### src/rtl/yolo_maxpool_if.sv
// Pixel stream and frame-control bundle for the 2x2 max-pool block.
// slave = pooling core side, master = upstream producer / downstream consumer side.
interface yolo_maxpool_if #(
  parameter int BITWIDTH = 8
);
  logic                pool_en;
  logic                in_valid;
  logic [BITWIDTH-1:0] in_data;
  logic                out_valid;
  logic [BITWIDTH-1:0] out_data;
  logic                pool_busy;
  logic                pool_fin;

  modport slave (
    input  pool_en, in_valid, in_data,
    output out_valid, out_data, pool_busy, pool_fin
  );

  modport master (
    output pool_en, in_valid, in_data,
    input  out_valid, out_data, pool_busy, pool_fin
  );
endinterface

### src/rtl/yolo_maxpool.sv
// Streaming 2x2 / stride-2 signed max pooling over a raster-order feature map.
// Even rows fold horizontal pairs into a half-width line buffer; odd rows close each window.
module yolo_maxpool #(
  parameter int BITWIDTH   = 8,
  parameter int IMG_WIDTH  = 8,
  parameter int IMG_HEIGHT = 8
) (
  input  logic            clk_en,
  input  logic            rst_n,
  yolo_maxpool_if.slave   pool_if
);

  localparam int COL_W = (IMG_WIDTH  > 2) ? $clog2(IMG_WIDTH)  : 1;
  localparam int ROW_W = (IMG_HEIGHT > 2) ? $clog2(IMG_HEIGHT) : 1;
  localparam int LB_N  = IMG_WIDTH / 2;
  localparam int LB_AW = (LB_N > 1) ? $clog2(LB_N) : 1;

  typedef enum logic [1:0] {IDLE, RUN, FIN} state_t;

  state_t                     state_reg, state_next;
  logic [COL_W-1:0]           col_reg;
  logic [ROW_W-1:0]           row_reg;
  logic signed [BITWIDTH-1:0] pair_reg;
  logic signed [BITWIDTH-1:0] lb_rd_reg;
  logic signed [BITWIDTH-1:0] out_data_reg;
  logic                       out_valid_reg;
  logic signed [BITWIDTH-1:0] line_buf [LB_N];

  logic                       accept;
  logic                       last_col;
  logic                       last_row;
  logic [LB_AW-1:0]           lb_addr;
  logic signed [BITWIDTH-1:0] pair_max;
  logic signed [BITWIDTH-1:0] win_max;

  function automatic logic signed [BITWIDTH-1:0] smax(
    input logic signed [BITWIDTH-1:0] a,
    input logic signed [BITWIDTH-1:0] b
  );
    return (a > b) ? a : b;
  endfunction

  assign accept   = (state_reg == RUN) && pool_if.in_valid;
  assign last_col = (col_reg == COL_W'(IMG_WIDTH - 1));
  assign last_row = (row_reg == ROW_W'(IMG_HEIGHT - 1));
  assign lb_addr  = LB_AW'(col_reg >> 1);
  assign pair_max = smax(pair_reg, pool_if.in_data);
  assign win_max  = smax(pair_max, lb_rd_reg);

  always_ff @(posedge clk_en or negedge rst_n) begin
    if (!rst_n) begin
      state_reg <= IDLE;
    end else begin
      state_reg <= state_next;
    end
  end

  always_comb begin
    state_next = state_reg;
    case (state_reg)
      IDLE:    if (pool_if.pool_en) state_next = RUN;
      RUN:     if (accept && last_col && last_row) state_next = FIN;
      FIN:     state_next = IDLE;
      default: state_next = IDLE;
    endcase
  end

  always_ff @(posedge clk_en or negedge rst_n) begin
    if (!rst_n) begin
      col_reg       <= '0;
      row_reg       <= '0;
      pair_reg      <= '0;
      out_valid_reg <= 1'b0;
      out_data_reg  <= '0;
    end else begin
      out_valid_reg <= 1'b0;
      if (state_reg == IDLE && pool_if.pool_en) begin
        col_reg <= '0;
        row_reg <= '0;
      end else if (accept) begin
        if (last_col) begin
          col_reg <= '0;
          row_reg <= row_reg + 1'b1;
        end else begin
          col_reg <= col_reg + 1'b1;
        end
        if (!col_reg[0]) begin
          pair_reg <= pool_if.in_data;
        end else if (row_reg[0]) begin
          out_valid_reg <= 1'b1;
          out_data_reg  <= win_max;
        end
      end
    end
  end

  // Line buffer has no reset: each entry is written on an even row before the odd row reads it.
  // The read is registered on the even column so the value is ready when the window closes.
  always_ff @(posedge clk_en) begin
    if (accept && col_reg[0] && !row_reg[0]) begin
      line_buf[lb_addr] <= pair_max;
    end
    if (accept && !col_reg[0] && row_reg[0]) begin
      lb_rd_reg <= line_buf[lb_addr];
    end
  end

  assign pool_if.out_valid = out_valid_reg;
  assign pool_if.out_data  = out_data_reg;
  assign pool_if.pool_busy = (state_reg != IDLE);
  assign pool_if.pool_fin  = (state_reg == FIN);

endmodule

### src/flat_wrapper.sv
// flat-port wrapper written by rule: the top's interface ports become plain ports
module yolo_maxpool_flat 
#(
  parameter int BITWIDTH   = 8,
  parameter int IMG_WIDTH  = 8,
  parameter int IMG_HEIGHT = 8
)
  (clk_en, rst_n, pool_if_pool_en, pool_if_in_valid, pool_if_in_data, pool_if_out_valid, pool_if_out_data, pool_if_pool_busy, pool_if_pool_fin);
  yolo_maxpool_if #(.BITWIDTH(BITWIDTH)) pool_if_i ();
  input  logic clk_en;
  input  logic rst_n;
  input wire logic [$bits(pool_if_i.pool_en)-1:0] pool_if_pool_en;
  input wire logic [$bits(pool_if_i.in_valid)-1:0] pool_if_in_valid;
  input wire logic [$bits(pool_if_i.in_data)-1:0] pool_if_in_data;
  output wire logic [$bits(pool_if_i.out_valid)-1:0] pool_if_out_valid;
  output wire logic [$bits(pool_if_i.out_data)-1:0] pool_if_out_data;
  output wire logic [$bits(pool_if_i.pool_busy)-1:0] pool_if_pool_busy;
  output wire logic [$bits(pool_if_i.pool_fin)-1:0] pool_if_pool_fin;
  assign pool_if_i.pool_en = pool_if_pool_en;
  assign pool_if_i.in_valid = pool_if_in_valid;
  assign pool_if_i.in_data = pool_if_in_data;
  assign pool_if_out_valid = pool_if_i.out_valid;
  assign pool_if_out_data = pool_if_i.out_data;
  assign pool_if_pool_busy = pool_if_i.pool_busy;
  assign pool_if_pool_fin = pool_if_i.pool_fin;
  yolo_maxpool #(.BITWIDTH(BITWIDTH), .IMG_WIDTH(IMG_WIDTH), .IMG_HEIGHT(IMG_HEIGHT)) u_core (.clk_en(clk_en), .rst_n(rst_n), .pool_if(pool_if_i));
endmodule
### config.mk
export PLATFORM = sky130hd
export DESIGN_NAME = yolo_maxpool_flat
export DESIGN_NICKNAME = d
export VERILOG_FILES = /design/src/rtl/yolo_maxpool_if.sv /design/src/rtl/yolo_maxpool.sv /design/src/flat_wrapper.sv
export SDC_FILE = /design/constraint.sdc
export NUM_CORES = 1
export LEC_CHECK = 0
export ABC_AREA = 1
export BUFFER_PORTS_ARGS = -buffer_cell sky130_fd_sc_hd__clkbuf_2
export CORE_AREA = 10 10 84 86
export DETAILED_ROUTE_END_ITERATION = 8
export DIE_AREA = 0 0 94 96
export PLACE_DENSITY = 0.77
export SKIP_LAST_GASP = 1
export SLEW_MARGIN = 20
export SYNTH_ARGS = -nofsm -noshare
export SYNTH_HDL_FRONTEND = slang
export SYNTH_SLANG_ARGS = --single-unit
### constraint.sdc
create_clock -name clk_en -period 4.8 [get_ports clk_en]
set_input_delay 0 -clock clk_en [delete_from_list [all_inputs] [get_ports clk_en]]
set_output_delay 0 -clock clk_en [all_outputs]
set_load 0.02 [all_outputs]
==> results of run 1 <==
-- synthesized netlist by cell type --
cell type / n
nand2_1: 71
edfxtp_1: 40
nand3_1: 38
inv_1: 34
dfrtp_1: 25
ha_1: 20
a21oi_1: 16
nor2_1: 13
o21ai_0: 11
a22oi_1: 8
nand4_1: 8
clkbuf_1: 4
nand2_2: 4
nor3_1: 4
a21o_2: 1
buf_2: 1
buf_6: 1
nand2_4: 1
nand3_2: 1
nand3_4: 1
nand4_2: 1
nor2_2: 1
nor2_4: 1
nor4_1: 1
o21a_1: 1
o31ai_1: 1
-- stage by stage --
| stage | hold WS, ns | total power, mW | setup WS [ns] |
|---|---|---|---|
| final | 0.02055 | 2.365 | 1.719 |
| after floorplan | -0.2956 | 1.715 | 2.063 |
| after detailed placement | 0.04771 | 2.002 | 1.721 |
| after CTS | 0.002617 | 2.380 | 1.703 |
| after global placement | 0.04086 | 1.952 | 1.787 |
| after global routing | 0.03831 | 2.572 | 1.391 |
-- where the power goes --
part	switching, mW	internal, mW
clock network	0.185	0.179
logic	0.705	0.351
registers	0.116	0.829
-- logic make-up after synthesis --
| logic type | count (synthesis) | synth area share |
|---|---|---|
| simple gates | 145 | 0.2158 |
| flops | 65 | 0.5835 |
| buf+inv | 40 | 0.05076 |
| compound gates | 38 | 0.06995 |
| fa+ha+maj | 20 | 0.07994 |
-- worst max-delay path: stages (launching register included) --
cell and delay, ns:
dfrtp_1 0.39, ha_1 0.34, a21o_2 0.25, nor2_4 0.12
nand2_1 0.10, nand2_4 0.12, nand3_4 0.12, nand2_1 0.10
nand2_1 0.13, ha_1 0.36, nand2_1 0.10, o21a_1 0.19
nand3_1 0.09, nand2_2 0.11, inv_1 0.21, nand3_1 0.11
nand2_1 0.09, nand2_1 0.06
-- area by class of cell --
type / instances / area, um2 / area share
multi-input combinational: 203 / 1145 / 0.3205
clock buffer: 12 / 135.1 / 0.03783
sequential: 65 / 1827 / 0.5114
clock inverter: 2 / 7.507 / 0.002102
tap: 72 / 90.09 / 0.02522
timing repair buffer: 36 / 240.2 / 0.06725
inverter: 34 / 127.6 / 0.03573
-- what timing repair did --
item,in CTS,in global routing
endpoints found under the setup margin,0,0
gates resized for setup,0,0
setup buffers,0,0
hold buffers,10,0
endpoints found under the hold margin,35,0
-- layer usage --
metal / track usage / vias to the layer above / wire, um
met5: 0 / - / 0
met4: 0.07975 / 0 / 115
met3: 0.03969 / 11 / 333
met2: 0.2748 / 58 / 3386
met1: 0.1881 / 1090 / 2883
li1: - / 1148 / -
-- worst paths after layout --
check	from	to	slack, ns
max in group asynchronous	rst_n	u_core.pool_if.out_data[7]	4.17
hold reg to reg	u_core.pool_if.out_data[2]	u_core.pool_if.out_data[2]	0.48
setup / recovery	u_core.pair_reg[7]	u_core.pool_if.out_data[2]	1.72
hold / removal	pool_if_in_valid	u_core.col_reg[0]	0.02
min in group asynchronous	rst_n	u_core.state_reg[1]	0.21
setup reg to reg	u_core.pair_reg[7]	u_core.pool_if.out_data[2]	1.72
==> flow_summary.json, run 1 <==
{
  "status": "completed",
  "grt_first_pass_wirelength_mm": 11.18,
  "n_fill_cell": 427,
  "stdcell_area_um2": 3572,
  "fp-row-count": 27,
  "antenna_found_initial": 0,
  "synthTopCellsByArea": "edfxtp_1 38%, dfrtp_1 20%, nand2_1 8.5%",
  "yosysTopAreaCellShare": 0.3837,
  "die_h_um": 96,
  "ys_seq_area_frac": 0.5835,
  "synthToLayoutAreaGrowth_pct": 14.11,
  "period_needed_ns": 3.081,
  "synthesis.area_um2": 3131,
  "rsz0062_at_grt": "false",
  "p_per_area_nw_per_um2": 662.0,
  "worstPathRequired_ns": 5.02,
  "nets": 381,
  "yosysWarnings": 0,
  "grt_max_degree": 26,
  "finClkSkew_ns": 0.007022,
  "initial_utilization": 0.5792,
  "dpl_cell_area_um2": 3329,
  "dr.pass1.iters": 4,
  "hpwl_mm": 4.852,
  "worst_pin_slew_ns": 0.8609,
  "hold_class": "in -> reg",
  "largest_reg_flops": 32,
  "syn_avg_cell_area_um2": 10.16,
  "final_max_slew_viol_count": 0,
  "clk_pin_slew_worst_paths_ns": 0.07,
  "most-common-layout-cells": "71 x nand2_1, 40 x edfxtp_1, 38 x nand3_1",
  "hold_depth": 4,
  "cap_violations": 0,
  "crit_type": "reg -> reg",
  "start_kind": "flip-flop",
  "gr-total-overflow": 0,
  "cts.sink_count": 65,
  "diodes": 0,
  "die_width_um": 94,
  "synth_cells": 308,
  "antenna_left": 0,
  "core-area_um2": 5405,
  "io_buffer_count": 22,
  "cellLeakagePower_nw": 1.659,
  "root_buffer": "clkbuf_8",
  "wirelength_mm": 6.718,
  "route.detailed.drc": 0,
  "wl_per_cell_um": 15.84,
  "utilization": 0.6609,
  "clock_path_buffers": 2,
  "synth_top_area_cell": "edfxtp_1",
  "cts_tree": "done",
  "instances_no_fill": 424,
  "drive_gt1_frac": 0.1307,
  "cts_inserted_buffers": 9,
  "ios": 23,
  "top_register": "u_core.line_buf",
  "ys_ff_latch": 65,
  "period_share": 0.6419,
  "h-tree-depth": 3,
  "via_count": 2307,
  "arrival_ns": 3.30,
  "grt_pass1_vias": 2340,
  "layout_commonest_cell": "nand2_1",
  "maxSlewHeadroom": 0.4239,
  "grtUsageTotal": 0.1618,
  "synth_fp_nets": 340,
  "fmax_ghz": 0.3246,
  "placedCellCount": 400,
  "synthDistinctLibCells": 26,
  "endpoint_kind": "flip-flop",
  "clock_latency_ns": 0.34,
  "setup_tns_ns": 0,
  "gp_congestion": 0.8161,
  "critPathMaxFanout": 9,
  "drt_first_iter_violations": 173,
  "peakVddDrop_uv": 388.2,
  "setup_violations": 0,
  "reg2regPathDepth": 17,
  "routed_via_density": 5.441,
  "die-area_um2": 9024,
  "finalHoldViolCount": 0
}
(Power assumes the default switching activity.)
==> run 2: changes to the inputs <==
--- a/config.mk
+++ b/config.mk
@@ -5,12 +5,12 @@
 export SDC_FILE = /design/constraint.sdc
 export NUM_CORES = 1
 export LEC_CHECK = 0
-export ABC_AREA = 1
+export ABC_AREA = 0
 export BUFFER_PORTS_ARGS = -buffer_cell sky130_fd_sc_hd__clkbuf_2
 export CORE_AREA = 10 10 84 86
 export DETAILED_ROUTE_END_ITERATION = 8
 export DIE_AREA = 0 0 94 96
-export PLACE_DENSITY = 0.77
+export PLACE_DENSITY = 0.76
 export SKIP_LAST_GASP = 1
 export SLEW_MARGIN = 20
 export SYNTH_ARGS = -nofsm -noshare
==> constraint.sdc (replaced) <==
create_clock -name clk_en -period 3.18 [get_ports clk_en]
set_input_delay 0 -clock clk_en [delete_from_list [all_inputs] [get_ports clk_en]]
set_output_delay 0 -clock clk_en [all_outputs]
set_load 0.02 [all_outputs]
==> run 2 against run 1 <==
Against the previous run:
- the run now ends with setup timing left
- register-to-register slack worse by 2.2 ns
- area after synthesis decreased by 2.0%
- sequential share of layout area down 7.5 points
- critical path type unchanged
- flip-flop and latch count unchanged
- clock power is 100% higher
- maximum frequency down 16%
- critical path depth stayed put
- core utilization grew 11 points
- worst setup slack got worse by 2.2 ns
- routed wire length up 16%
- sequential power up 38%
==> flow_summary.json, run 2 <==
{
  "status": "finished, violations left",
  "violations": "setup timing",
  "crit_type": "reg -> reg",
  "clk_pin_slew_worst_paths_ns": 0.08,
  "hpwl_mm": 4.508,
  "peakVddDrop_uv": 453.4,
  "yosysWarnings": 0,
  "finalHoldViolCount": 0,
  "period_needed_ns": 3.674,
  "syn_avg_cell_area_um2": 13.94,
  "antenna_left": 0,
  "cts.sink_count": 65,
  "worst_pin_slew_ns": 0.7150,
  "fp-row-count": 27,
  "finalPower_mw": 3.798,
  "worstPathRequired_ns": 3.46,
  "root_buffer": "clkbuf_8",
  "grt_max_degree": 26,
  "reg2reg_setup_slack_ns": -0.49,
  "hold_class": "in -> reg",
  "cp_cell_sequence": "ha_1 -> nand2_1 -> o32ai_2 -> a31oi_2 -> a21oi_4 -> buf_6 -> mux2i_2 -> buf_4 -> inv_2 -> ha_4 -> nand4_1 -> buf_4 -> nor2_1 -> nor3_2 -> or3_1 -> buf_4 -> o221ai_2",
  "reg2regPathDepth": 17,
  "core-area_um2": 5405,
  "gp_congestion": 0.8327,
  "ys_seq_area_frac": 0.5957,
  "die-area_um2": 9024,
  "dr.pass1.iters": 4,
  "critPathMaxFanout": 5,
  "p_per_area_nw_per_um2": 907.3,
  "maxSlewHeadroom": 0.5216,
  "stdcell_area_um2": 4187,
  "finClkSkew_ns": 0.009547,
  "r2r_end": "u_core.pool_if.out_data[0]",
  "placedCellCount": 351,
  "period_share": 1.155,
  "synthesis.area_um2": 3067,
  "wirelength_mm": 7.772,
  "synth_top_area_cell": "edfxtp_1",
  "synth_edf_count": 40,
  "endpoint_kind": "flip-flop",
  "io_buffer_count": 22,
  "cp_slowest_cell": "dfrtp_1",
  "synthDistinctLibCells": 37,
  "dpl_cell_area_um2": 3607,
  "cap_violations": 0,
  "worst_slack_ns": -0.4939,
  "final_max_slew_viol_count": 0,
  "nets": 344,
  "grt_pass1_vias": 2191,
  "arrival_ns": 3.95,
  "top_register": "u_core.line_buf",
  "grtUsageTotal": 0.1661,
  "yosysTopAreaCellShare": 0.3917,
  "hold_depth": 3,
  "hold_path_startpoint": "pool_if_in_data[6]",
  "whs_endpoint": "u_core.pair_reg[6]",
  "wl_per_cell_um": 19.98,
  "gr-total-overflow": 0,
  "ys_ff_latch": 65,
  "grt_first_pass_wirelength_mm": 11.31,
  "die_width_um": 94,
  "diodes": 0,
  "h-tree-depth": 3,
  "most-common-layout-cells": "50 x buf_4, 40 x edfxtp_1, 26 x inv_1",
  "layout_commonest_cell": "buf_4",
  "clock_path_buffers": 2,
  "synthArstFlopShare": 0.3846,
  "fmax_ghz": 0.2722,
  "synthToLayoutAreaGrowth_pct": 36.52,
  "initial_utilization": 0.5674,
  "drt_first_iter_violations": 100,
  "cts_tree": "done",
  "instances_no_fill": 389,
  "start_kind": "flip-flop",
  "synthMostInstantiatedCell": "edfxtp_1",
  "ios": 23,
  "critPathMostFrequentCell": "buf_4",
  "synthTopCellsByArea": "edfxtp_1 39%, dfrtp_1 20%, ha_1 8.2%",
  "clock_latency_ns": 0.35,
  "critical_path.max_stage_delay_ns": 0.39,
  "rsz0062_at_grt": "true",
  "routed_via_density": 5.769,
  "cp.buffers_inverters": 5,
  "synth-main-ff-cell": "edfxtp_1",
  "cp_top_family": "simple AND/OR/NAND/NOR gates",
  "cellLeakagePower_nw": 1.771,
  "synth_commonest_cells": "40 x edfxtp_1, 29 x inv_1, 25 x dfrtp_1, 20 x ha_1, 20 x nand2_1",
  "hold_ws_ns": 0.01559,
  "reg2reg_from": "u_core.pair_reg[1]",
  "route.detailed.drc": 0,
  "n_fill_cell": 307,
  "setup_violations": 8,
  "utilization": 0.7745,
  "die_h_um": 96,
  "via_count": 2244,
  "drive_gt1_frac": 0.4637,
  "cts_inserted_buffers": 9,
  "antenna_found_initial": 0,
  "synth_cells": 220,
  "largest_reg_flops": 32,
  "synth_fp_nets": 252
}
-- run 2: cells by family (layout without fill, tap and decap cells) --
logic type | Yosys count | after routing | share of synthesized area
buf+inv | 33 | 130 | 0.04284
mux | 23 | 23 | 0.1106
compound gates | 28 | 28 | 0.08895
simple gates | 51 | 51 | 0.08038
flops | 65 | 65 | 0.5957
fa+ha+maj | 20 | 20 | 0.08160
-- run 2: per-layer routing --
| metal | track usage | vias to the layer above | part of all wire |
|---|---|---|---|
| li1 | - | 999 | - |
| met1 | 0.2011 | 1121 | 0.40 |
| met2 | 0.2661 | 89 | 0.50 |
| met3 | 0.04514 | 35 | 0.050 |
| met4 | 0.08987 | 0 | 0.051 |
| met5 | 0 | - | 0 |
-- run 2: report_power, final --
part	total, mW	switching [mW]	internal (mW)	leakage (nW)
Combinational	1.76	0.834	0.927	1.00
Clock	0.738	0.363	0.375	0.0988
Sequential	1.30	0.154	1.15	0.671
-- run 2: worst reg2reg max path: cells and delay by family (launching register included) --
family                   cells  cell delay (ns)
multiplexers                 1             0.27
adder cells (fa/ha/maj)      2             0.62
flip-flops                   1             0.39
buffers and inverters        5             0.75
AND/OR/NAND/NOR              5             0.87
AO/OA/AOI/OAI                4             0.71
-- run 2: worst max-delay path by stage --
stage | from | depth (start not counted) | slack, ns | end
after floorplan | u_core.pair_reg[6] | 14 | -0.06 | u_core.pool_if.out_data[0]
after global placement | u_core.pair_reg[0] | 16 | -0.18 | u_core.pool_if.out_data[0]
after detailed placement | u_core.pair_reg[6] | 17 | -0.23 | u_core.pool_if.out_data[0]
after CTS | u_core.pair_reg[5] | 17 | -0.19 | u_core.pool_if.out_data[0]
after global routing | u_core.pair_reg[6] | 17 | -0.56 | u_core.pool_if.out_data[6]
final | u_core.pair_reg[1] | 17 | -0.49 | u_core.pool_if.out_data[0]
-- run 2: layout make-up --
class	instances	area (um2)	share of cell area
inverters	29	108.9	0.02600
repair buffers	85	633.1	0.1512
well taps	72	90.09	0.02152
multi-input cells	122	1321	0.3156
clock buffers	9	123.9	0.02959
clock inverters	7	82.58	0.01973
flip-flops and latches	65	1827	0.4363
-- run 2: what timing repair did --
| action | in CTS | in global routing |
|---|---|---|
| buffers inserted | 11 | 9 |
| pin swaps | 2 | 3 |
| hold buffers | 6 | 0 |
| resized for setup | 19 | 12 |
| endpoints found under the hold margin | 31 | 0 |
| endpoints found under the setup margin | 8 | 12 |
-- run 2: metrics by stage --
stage / worst slack (ns) / setup TNS [ns]
after CTS: -0.1879 / -1.952
final: -0.4939 / -3.851
after global routing: -0.5644 / -4.548
after floorplan: -0.06115 / -0.4892
after detailed placement: -0.2262 / -1.742
after global placement: -0.1792 / -1.369
==> run 3: changes to the inputs <==
--- a/config.mk
+++ b/config.mk
@@ -7,10 +7,12 @@
 export LEC_CHECK = 0
 export ABC_AREA = 0
 export BUFFER_PORTS_ARGS = -buffer_cell sky130_fd_sc_hd__clkbuf_2
-export CORE_AREA = 10 10 84 86
+export CELL_PAD_IN_SITES_DETAIL_PLACEMENT = 1
+export CELL_PAD_IN_SITES_GLOBAL_PLACEMENT = 1
+export CORE_AREA = 2 2 83 85
 export DETAILED_ROUTE_END_ITERATION = 8
-export DIE_AREA = 0 0 94 96
-export PLACE_DENSITY = 0.76
+export DIE_AREA = 0 0 85 87
+export PLACE_DENSITY_LB_ADDON = 0.1
 export SKIP_LAST_GASP = 1
 export SLEW_MARGIN = 20
 export SYNTH_ARGS = -nofsm -noshare
==> run 3 against run 2 <==
Against the previous run:
- the run still ends with setup timing left
- die area is 18% lower
- critical path depth fell by 2
- worst hold slack better by 0.015 ns
- core utilization is 14 points lower
- first-iteration DRC count is 29% lower
- clock power grew 1%
- via count shrank 8.1%
- combinational power down 9%
- register-to-register slack improved by 0.24 ns
- largest power group unchanged
==> flow_summary.json, run 3 (same netlist as run 2, synthesis figures left out) <==
{
  "route.detailed.drc": 0,
  "r2r_end": "u_core.pool_if.out_data[7]",
  "endpoint_kind": "flip-flop",
  "cap_violations": 0,
  "die_h_um": 87,
  "finalPower_mw": 3.649,
  "synthToLayoutAreaGrowth_pct": 35.05,
  "largest_reg_flops": 32,
  "crit_type": "reg -> reg",
  "arrival_ns": 3.71,
  "most-common-layout-cells": "51 x buf_4, 40 x edfxtp_1, 25 x inv_1, 25 x dfrtp_1, 22 x clkbuf_2",
  "ios": 23,
  "die_width_um": 85,
  "peakVddDrop_uv": 619.4,
  "cellLeakagePower_nw": 1.761,
  "hold_depth": 3,
  "worst_pin_slew_ns": 0.7256,
  "finClkSkew_ns": 0.01211,
  "top_register": "u_core.line_buf",
  "initial_utilization": 0.4669,
  "grt_pass1_vias": 2317,
  "violations": "setup timing",
  "gr-total-overflow": 0,
  "hold_ws_ns": 0.03045,
  "reg2reg_from": "u_core.pair_reg[7]",
  "worstPathRequired_ns": 3.45,
  "die-area_um2": 7395,
  "fp-row-count": 30,
  "hpwl_mm": 4.704,
  "critical_path.max_stage_delay_ns": 0.42,
  "cts_inserted_buffers": 9,
  "drive_gt1_frac": 0.4494,
  "cp-endpoint": "u_core.pool_if.out_data[7]",
  "h-tree-depth": 3,
  "period_share": 1.081,
  "fmax_ghz": 0.2909,
  "wl_per_cell_um": 17.75,
  "period_needed_ns": 3.438,
  "pre_cts_ws_ns": -0.2774,
  "setup_violations": 8,
  "reg2regPathDepth": 15,
  "core-area_um2": 6569,
  "hold_class": "in -> reg",
  "clk_pin_slew_worst_paths_ns": 0.08,
  "setup_tns_ns": -1.927,
  "routed_via_density": 5.207,
  "drt_first_iter_violations": 71,
  "n_fill_cell": 651,
  "gp_congestion": 0.8066,
  "rsz0062_at_grt": "true",
  "antenna_left": 0,
  "cts_tree": "done",
  "cp_cell_sequence": "ha_4 -> nand4_1 -> o32ai_1 -> a31oi_1 -> a21oi_4 -> buf_4 -> mux2i_4 -> inv_2 -> ha_1 -> a2111oi_4 -> o221a_1 -> nor3_2 -> or3_4 -> buf_6 -> o221ai_2",
  "p_per_area_nw_per_um2": 881.0,
  "reg2reg_setup_slack_ns": -0.26,
  "dr.pass1.iters": 4,
  "cp_slowest_cell": "dfrtp_1",
  "nets": 343,
  "clock_path_buffers": 2,
  "worst_slack_ns": -0.2579,
  "cts.sink_count": 65,
  "clock_latency_ns": 0.36,
  "critPathMaxFanout": 6,
  "crit_start": "u_core.pair_reg[7]",
  "stdcell_area_um2": 4141,
  "wirelength_mm": 7.030,
  "io_buffer_count": 22,
  "status": "finished, violations left",
  "antenna_found_initial": 0,
  "finalHoldViolCount": 0,
  "root_buffer": "clkbuf_8",
  "grt_max_degree": 26,
  "dpl_cell_area_um2": 3655,
  "grtUsageTotal": 0.2102,
  "maxSlewHeadroom": 0.5145,
  "grt_first_pass_wirelength_mm": 11.63,
  "layout_commonest_cell": "buf_4",
  "via_count": 2062,
  "final_max_slew_viol_count": 0,
  "diodes": 0,
  "start_kind": "flip-flop"
}
-- run 3: layout make-up --
type,count,area (um2),share of cell area
clock inverter,7,82.58,0.01994
multi-input combinational,122,1290,0.3115
clock buffer,9,123.9,0.02991
sequential,65,1827,0.4411
timing repair buffer,84,609.3,0.1471
inverter,29,108.9,0.02628
tap,80,100.1,0.02417
-- run 3: stage by stage --
stage | instances | utilization
2_1_floorplan | 220 | -
4_1_cts | 394 | 0.6238
5_1_grt | 396 | 0.6305
3_3_place_gp | 364 | 0.5564
6_report | 396 | 0.6305
3_5_place_dp | 364 | 0.5564
-- run 3: how the worst min path moves through the flow --
stage | startpoint | end | slack, ns
CTS | pool_if_in_data[6] | u_core.pair_reg[6] | 0.01
global route | pool_if_in_data[5] | u_core.pair_reg[5] | 0.03
global placement | rst_n | u_core.pair_reg[0] | 0.07
finish | pool_if_in_data[5] | u_core.pair_reg[5] | 0.03
detailed placement | rst_n | u_core.pair_reg[0] | 0.07
floorplan | rst_n | u_core.col_reg[0] | -0.30
-- run 3: power breakdown --
part	leakage, nW	switching (mW)	internal, mW
combinational	0.991	0.745	0.859
sequential	0.671	0.151	1.15
clock	0.0988	0.372	0.375
total	1.76	1.27	2.38
-- run 3: what timing repair did --
| action | in CTS | in global routing |
|---|---|---|
| hold buffers | 6 | 0 |
| setup buffers | 8 | 2 |
| hold endpoints to repair | 31 | 0 |
| pin swaps | 4 | 3 |
| setup endpoints to repair | 8 | 8 |
| gates resized for setup | 23 | 4 |
-- run 3: metal layers --
layer,GRT usage,vias to the layer above,wire [um]
met1,0.2698,1019,3169
met4,0.1126,0,212
met2,0.3374,32,3484
li1,-,996,-
met3,0.04265,15,163
met5,0,-,0
-- run 3: worst max-delay path: cells and delay by family, from the launching register on --
family,cells,cell delay (ns)
buffers and inverters,3,0.39
adders and majority gates,2,0.51
AOI/OAI and AO/OA,6,1.23
and+or+nand+nor,3,0.55
DFF,1,0.42
muxes,1,0.24
